File: src/rtl/bcd_serial_adder.sv
// bcd_serial_adder: digit-serial packed-BCD adder, one digit per clock.
// Operands enter on an in_valid/in_ready handshake. They are processed
// least-significant digit first through a single 4-bit adder with +6
// decimal correction. The result is held on an out_valid/out_ready handshake.
// Optional feature macro: BCD_SUB_EN enables A-B by nine's-complement addition.
// When the macro is undefined, the sub port is present but ignored.

module bcd_serial_adder #(
  parameter int DIGITS = 4
) (
  input  logic                clk,
  input  logic                rst_n,
  input  logic                in_valid,
  output logic                in_ready,
  input  logic [4*DIGITS-1:0] a,
  input  logic [4*DIGITS-1:0] b,
  input  logic                cin,
  input  logic                sub,
  output logic                out_valid,
  input  logic                out_ready,
  output logic [4*DIGITS-1:0] sum,
  output logic                cout,
  output logic                err
);

  localparam int W     = 4 * DIGITS;
  localparam int CNT_W = (DIGITS > 1) ? $clog2(DIGITS) : 1;
  localparam logic [CNT_W-1:0] LAST_DIGIT = CNT_W'(DIGITS - 1);

  typedef enum logic [1:0] {
    IDLE = 2'd0,
    RUN  = 2'd1,
    DONE = 2'd2
  } state_t;

  // Control and result registers (reset)
  state_t           r_state;
  logic [CNT_W-1:0] r_cnt;
  logic [W-1:0]     r_sum;
  logic             r_cout;
  logic             r_err;
  logic             r_in_ready;
  logic             r_out_valid;

  // Operand shift registers and running carry (data only, no reset)
  logic [W-1:0]     r_a;
  logic [W-1:0]     r_b;
  logic             r_c;

  // Digit datapath
  logic [3:0]       w_a_dig;
  logic [3:0]       w_b_raw;
  logic [3:0]       w_b_eff;
  logic [4:0]       w_dsum;
  logic             w_dig_bad;
  logic             w_accept;
  logic             w_c_init;

  // One decimal digit add: binary sum, then +6 correction when above 9.
  // Returns {carry, digit}. The 5-bit intermediate holds up to 15+15+1.
  function automatic logic [4:0] bcd_digit_add(
    input logic [3:0] da,
    input logic [3:0] db,
    input logic       ci
  );
    logic [4:0] t;
    logic [4:0] tc;
    t  = {1'b0, da} + {1'b0, db} + {4'b0000, ci};
    tc = t + 5'd6;
    if (t > 5'd9) begin
      return {1'b1, tc[3:0]};
    end
    return {1'b0, t[3:0]};
  endfunction

`ifdef BCD_SUB_EN
  logic r_sub;

  // Nine's complement of one digit. Out-of-range inputs wrap mod 16;
  // those cases are flagged through err, and the result digit is don't-care.
  function automatic logic [3:0] nines_comp(input logic [3:0] d);
    return 4'd9 - d;
  endfunction

  assign w_b_eff  = r_sub ? nines_comp(w_b_raw) : w_b_raw;
  // A subtraction starts with the inverted borrow. This supplies the +1
  // that turns the nine's complement into a ten's complement.
  assign w_c_init = sub ? ~cin : cin;
`else
  logic w_unused_sub;

  assign w_unused_sub = sub;
  assign w_b_eff      = w_b_raw;
  assign w_c_init     = cin;
`endif

  assign w_a_dig   = r_a[3:0];
  assign w_b_raw   = r_b[3:0];
  assign w_dsum    = bcd_digit_add(w_a_dig, w_b_eff, r_c);
  assign w_dig_bad = (w_a_dig > 4'd9) | (w_b_raw > 4'd9);
  assign w_accept  = in_valid & r_in_ready;

  assign in_ready  = r_in_ready;
  assign out_valid = r_out_valid;
  assign sum       = r_sum;
  assign cout      = r_cout;
  assign err       = r_err;

  // Operand capture on accept, then shift one digit per RUN cycle and carry forward
  always_ff @(posedge clk) begin
    if (w_accept) begin
      r_a <= a;
      r_b <= b;
      r_c <= w_c_init;
`ifdef BCD_SUB_EN
      r_sub <= sub;
`endif
    end else if (r_state == RUN) begin
      r_a <= r_a >> 4;
      r_b <= r_b >> 4;
      r_c <= w_dsum[4];
    end
  end

  // Control FSM: accept operands, run DIGITS digit steps, hold the result until taken
  always_ff @(posedge clk or negedge rst_n) begin
    if (!rst_n) begin
      r_state     <= IDLE;
      r_cnt       <= '0;
      r_sum       <= '0;
      r_cout      <= 1'b0;
      r_err       <= 1'b0;
      r_out_valid <= 1'b0;
      r_in_ready  <= 1'b1;
    end else begin
      case (r_state)
        IDLE: begin
          if (w_accept) begin
            r_err      <= 1'b0;
            r_cnt      <= '0;
            r_in_ready <= 1'b0;
            r_state    <= RUN;
          end
        end
        RUN: begin
          for (int i = 0; i < DIGITS; i++) begin
            if (r_cnt == CNT_W'(i)) begin
              r_sum[4*i +: 4] <= w_dsum[3:0];
            end
          end
          r_err <= r_err | w_dig_bad;
          if (r_cnt == LAST_DIGIT) begin
            r_cout      <= w_dsum[4];
            r_out_valid <= 1'b1;
            r_state     <= DONE;
          end else begin
            r_cnt <= r_cnt + CNT_W'(1);
          end
        end
        DONE: begin
          if (out_ready) begin
            r_out_valid <= 1'b0;
            r_in_ready  <= 1'b1;
            r_state     <= IDLE;
          end
        end
        default: begin
          r_out_valid <= 1'b0;
          r_in_ready  <= 1'b1;
          r_state     <= IDLE;
        end
      endcase
    end
  end

endmodule

File: config.mk
export PLATFORM = sky130hd
export DESIGN_NAME = bcd_serial_adder
export DESIGN_NICKNAME = d
export VERILOG_FILES = /design/src/rtl/bcd_serial_adder.sv
export SDC_FILE = /design/constraint.sdc
export NUM_CORES = 1
export LEC_CHECK = 0
export BUFFER_PORTS_ARGS = -buffer_cell sky130_fd_sc_hd__buf_2
export CORE_ASPECT_RATIO = 1.4
export CORE_MARGIN = 2
export CORE_UTILIZATION = 56
export CTS_BUF_LIST = sky130_fd_sc_hd__clkbuf_2
export DETAILED_ROUTE_END_ITERATION = 10
export PLACE_DENSITY = 0.86
export SLEW_MARGIN = 20
export SYNTH_ARGS = -nofsm -noshare
export SYNTH_HDL_FRONTEND = slang
export SYNTH_SLANG_ARGS = --single-unit
File: constraint.sdc
create_clock -name clk -period 4.34 [get_ports clk]
set_clock_uncertainty 0.15 [all_clocks]
set_input_delay 0.868 -clock clk [delete_from_list [all_inputs] [get_ports clk]]
set_output_delay 0.868 -clock clk [all_outputs]
set_load 0.005 [all_outputs]
# [Word-level counts from Yosys, hierarchy flattened]
# Index checks and enable logic that the tools add are counted.
[word_totals] inputBits=38 regBits=57 wordCells=70
[op_classes] mux=23 reduce_logical=13 n_lt_le_gt_ge=3 n_bitwise=5 n_eq_ne=9 addsub=4
[ops] cell="$mux W16" count=4
[ops] cell="$reduce_and A3 Y1" count=4
[ops] cell="$mux W2" count=5
[ops] cell="$mux W5" count=2
[ops] cell="$reduce_and A2 Y1" count=5
[ops] cell="$gt A4 B4 Y1 const B" count=2
[ops] cell="$mux W1" count=7
[ops] cell="$eq A2 B2 Y1 const B" count=3
[ops] cell="$ne A2 B2 Y1 const B" count=3
[ops] cell="$pmux W1 S3" count=2
[ops] cell="$pmux W2 S3" count=1
[ops] cell="$add A4 B4 Y5" count=1
[ops] cell="$add A5 B1 Y5" count=1
[ops] cell="$gt A5 B4 Y1 const B" count=1
[ops] cell="$add A4 B3 Y4 const B" count=1
[ops] cell="$eq A2 B1 Y1 const B" count=2
[ops] cell="$logic_not A2 Y1" count=2
[ops] cell="$pmux W2 S2" count=1
[ops] cell="$reduce_bool A2 Y1" count=2
[ops] cell="$add A2 B1 Y2 const B" count=1
[ops] cell="$ne A2 B1 Y1 const B" count=1
[ops] cell="$not A1 Y1" count=2
[ops] cell="$or A1 B1 Y1" count=2
[ops] cell="$pmux W1 S2" count=1
[ops] cell="$and A1 B1 Y1" count=1

# [Longest topological paths before layout]
[depth] ltp_word=7 depth_mapped=10

# [Worst setup path after synthesis]
# Ideal clock, no wire load.
[synth_path] path_type="register -> register" startpoint="reg r_state[1]" endpoint="reg r_a[0], enable pin" arrival_time_ps=2914 period_less_slack_ps=3533 stages_incl_launch_ff=3 required_ps=3721 setup_slack_ps=807 path_cell_list="dfrtp_1 -> clkbuf_1 -> o21ai_0"
[synth_via] elab_chain_len=2
[synth_rtl] element="start: declaration" line_no="37" text="state_t r_state;"
[synth_rtl] element="start signal: assignment" line_no="128" text="r_state <= IDLE;"
[synth_rtl] element="start signal: assignment" line_no="142" text="r_state <= RUN;"
[synth_rtl] element="start signal: assignment" line_no="155" text="r_state <= DONE;"
[synth_rtl] element="$eq A2 B1 Y1" line_no="118" text="end else if (r_state == RUN) begin"
[synth_rtl] element="$reduce_bool A2 Y1 (no line)"
[synth_rtl] element="end signal: assignment" line_no="119" text="r_a <= r_a >> 4;"
[synth_rtl] element="end: declaration" line_no="46" text="logic [W-1:0] r_a;"
# Every way passes these cells.
# A chain may end at the register's enable or synchronous reset.

# [Worst setup path after layout]
[layout_path] startpoint="reg r_a[0]" endpoint="reg r_sum[6] (netlist: sum[6])"
[layout_via] elab_chain_len=5 word_cells_on_any_way=7 classes_between="add/sub (3); order compare (1); mux (3)"
[layout_rtl] element="$add A4 B4 Y5 *" line_no="68" text="t = {1'b0, da} + {1'b0, db} + {4'b0000, ci};"
[layout_rtl] element="$add A5 B1 Y5 *" line_no="68"
[layout_rtl] element="$add A4 B3 Y4 / $gt A5 B4 Y1 (equally long branches)" line_no="69, 70"
[layout_rtl] element="$mux W5 / $mux W1 (equally long branches)" line_no="70" text="if (t > 5'd9) begin"
[layout_rtl] element="$mux W5 *" line_no="73" text="return {1'b0, t[3:0]};"
[layout_rtl] element="end signal: indexed assignment" line_no="148" text="r_sum[4*i +: 4] <= w_dsum[3:0];"
[layout_rtl] element="end: declaration" line_no="39" text="logic [W-1:0] r_sum;"
# Mark *: on every way between the ends. The rest lies on a longest branch, timed or not. The select of a mux whose other input is x is not followed.

==> run_results.csv <==
group,metric,value,unit
placement,dp_hpwl,3520,um
worst_setup_path,cp_cell_sequence,"fa_1, fa_1, xor2_2, inv_1, ha_1, inv_1, o22ai_2, nor3_2, mux2_4, a41oi_2",
sta,hold_violations,0,
synthesis,ys_types,35,
synthesis,synth_edf_count,33,
synthesis,yosys.cell_count.top_type,"edfxtp_1",
worst_setup_path,worstReg2RegEnd,"sum[6]$_DFFE_PN0P_",
synthesis,ys_ff_latch,57,
synthesis,syn_avg_cell_area,13.6,sq um
drt,final_antenna_net_count,0,
worst_setup_path,arrival,3300,ps
cells_and_area,postLayoutCellArea,0.00308,sq mm
worst_setup_path,crit_fanout,4,
placement,post-place-ws,1290,ps
clock_tree,hold_buffers,0,
pwr,power_density,593,mW/mm^2
run,drv_cap,0,
floorplan,coreArea,0.00454,sq mm
synthesis,ys_seq_area_share,59.9,%
sta,slew_violations,0,
clock_tree,root_buffer,"clkbuf_2",
clock_tree,path_clk_slew,150,ps
floorplan,dieArea,0.00533,sq mm
clock_tree,cts-buffers-inserted,9,
clock_tree,post_cts_buffers,0,
synthesis,yosys-mux-area-fraction,13.2,%
drt,vias,1721,
cells_and_area,n_antenna_cell,0,
floorplan,start_util,58.6,%
sta,rsz0062_at_grt,"no",
synthesis,ys_top_cells_by_count,"33 x edfxtp_1, 29 x mux2_2, 23 x dfrtp_1",
sta,setup_slack,1250,ps
cells_and_area,syn_to_final_growth,15.9,%
grt,gr-total-overflow,0,
worst_setup_path,cpMaxStageDelayCell,"fa_1",
cells_and_area,fillers,355,
sta,layout_min_cycle_time,3090,ps
synthesis,synth_top_family_by_area,"multiplexers",
sta,setup_tns,0,ps
pwr,total_power,1830,uW
synthesis,synth_fa_ha_area_share,5.27,%
drt,drt_iter0_markers,59,
sta,setup_viol,0,
clock_tree,ctsResizeCount,0,
worst_setup_path,start_kind,"register",
worst_setup_path,critPathKind,"reg2reg",
grt,antenna_found_initial,0,
drt,drcViolationCount,0,
worst_setup_path,crit_path_end_kind,"register",
grt,grt_pass1_wl,7890,um
clock_tree,ctsHtreeMaxLevel,3,
synthesis,synthXorXnorAreaFrac,0.941,%
placement,io_buffers,56,
drt,routed_wl,4660,um
synthesis,synth_compound_area_share,10.8,%
cells_and_area,final_nets,306,
floorplan,die_h,85.5,um
clock_tree,cts_buffer_depth,2,
floorplan,rows,29,
worst_setup_path,r2r_start,"r_a[0]$_DFFE_PP_",
cells_and_area,drive_gt1_share,45.2,%
clock_tree,cts_sinks,57,
clock_tree,cts_tree,"yes",
sta,max_freq,323,MHz
worst_setup_path,r2r_slack,1250,ps
synthesis,synth_ff_type,"edfxtp_1",
synthesis,ys.warnings.count,0,
placement,postPlaceCellArea,0.00300,sq mm
synthesis,synth_top_area_share,37.3,%
synthesis,synth_nets,244,
floorplan,ios,58,
pwr,leakage,0.00134,uW
drt,drt_first_pass_iters,6,
status,status,"completed",
synthesis,yosys-top-cells-area,"edfxtp_1 37%, dfrtp_1 22%, mux2_2 12%, ha_1 3.8%, nand2_1 2.5%",
sta,timing.final.crit_share,71.3,%
floorplan,die_w,62.3,um
worst_setup_path,r2r_cells,10,
pwr,ir_worst_vdd,0.000313,V
grt,grt_max_degree,34,
drt,wl_per_cell,14.3,um
sta,tightestPinTransition,850,ps
worst_setup_path,cp.required,4550,ps
min_path,hp-class,"in2async",
synthesis,synth_simple_gate_area_share,7.53,%
synthesis,synth_area_leader_cell,"edfxtp_1",
grt,grt_usage,19.6,%
synthesis,async_flop_share,42.1,%
placement,place_congestion,0.723,
sta,relSlewSlack,43.1,%
grt,grt_pass1_vias,1768,
clock_tree,clk_latency,440,ps
synthesis,syn_area,0.00266,sq mm
worst_setup_path,slowest_delay,480,ps
synthesis,postSynthCellCount,196,
drt,viasPerCell,5.30,
[per-stage QoR]
stage / cells / utilization (%) / hold WS, ps
after floorplan: 196 / - / 323
after global placement: 309 / 66.2 / 311
after detailed placement: 309 / 66.2 / 319
after CTS: 325 / 68.0 / 191
after global routing: 325 / 68.0 / 207
final: 325 / 68.0 / 231
[how the worst max path moves through the flow]
stage / startpoint / to / slack [ps] / depth (start not counted)
final: r_a[0]$_DFFE_PP_ / sum[6]$_DFFE_PN0P_ / 1250 / 10
after global routing: r_a[0]$_DFFE_PP_ / sum[6]$_DFFE_PN0P_ / 1060 / 10
after CTS: r_a[0]$_DFFE_PP_ / sum[6]$_DFFE_PN0P_ / 1240 / 10
after detailed placement: r_a[0]$_DFFE_PP_ / sum[6]$_DFFE_PN0P_ / 1290 / 10
after global placement: r_a[0]$_DFFE_PP_ / sum[2]$_DFFE_PN0P_ / 1380 / 10
after floorplan: r_state[1]$_DFFE_PN0P_ / r_a[0]$_DFFE_PP_ / 810 / 2
[final cells by class]
cell class / count / area (sq um) / share of cell area [%]
tap: 62 / 77.6 / 2.52
clock inverter: 5 / 23.8 / 0.771
inverter: 8 / 30.0 / 0.974
multi-input combinational: 124 / 1010 / 32.7
sequential: 57 / 1590 / 51.7
timing repair buffer: 58 / 295 / 9.58
clock buffer: 11 / 55.1 / 1.79
[power breakdown]
group	switching (uW)	total, uW	leakage, uW	internal [uW]
clock network	182	258	0.0000656	75.4
logic	401	726	0.000674	325
registers	79.7	844	0.000596	765
total	664	1830	0.00134	1160
[flip-flops by register name, summed over array words and instances, names as in the netlist]
| name | cells |
|---|---|
| r_a | 16 |
| r_b | 16 |
| r_cnt | 2 |
| cout | 1 |
| out_valid | 1 |
| r_state | 2 |
| err | 1 |
| r_c | 1 |
| in_ready | 1 |
| sum | 16 |
[cells in the final DEF (no fill, tap or decap), drive strengths merged, types with 2 or more instances in the layout]
master   n
clkinv   4
inv      9
fa       2
nor2     5
a41oi    4
ha       8
clkbuf  11
dfrtp   23
nand2   18
edfxtp  33
and3     9
o21ai   18
a21oi   13
mux2    30
o22ai    3
nand2b   3
buf     58
nor3     2
[per-layer routing]
metal  global-route usage (%)  wire, um  vias to the layer above
met3                     6.43       276                        7
met4                     9.70        63                        0
met5                        0         0                        -
met2                     35.5      2550                       56
li1                         -         -                      847
met1                     20.5      1780                      811
[logic make-up (layout without fill, tap and decap cells)]
| group | count (synthesis) | after routing |
|---|---|---|
| AO/OA/AOI/OAI | 41 | 41 |
| XOR/XNOR | 2 | 2 |
| adder cells (fa/ha/maj) | 10 | 10 |
| buffers and inverters | 15 | 82 |
| flip-flops | 57 | 57 |
| multiplexers | 31 | 31 |
| AND/OR/NAND/NOR | 40 | 40 |
[critical path: cells and delay by family, from the launching register on]
family	cells	cell delay [ps]
AO/OA/AOI/OAI	2	300
adder cells (fa/ha/maj)	3	1170
AND/OR/NAND/NOR	1	210
XOR/XNOR	1	230
flip-flops	1	430
buffers and inverters	2	160
multiplexers	1	370
(Power assumes the default switching activity.)
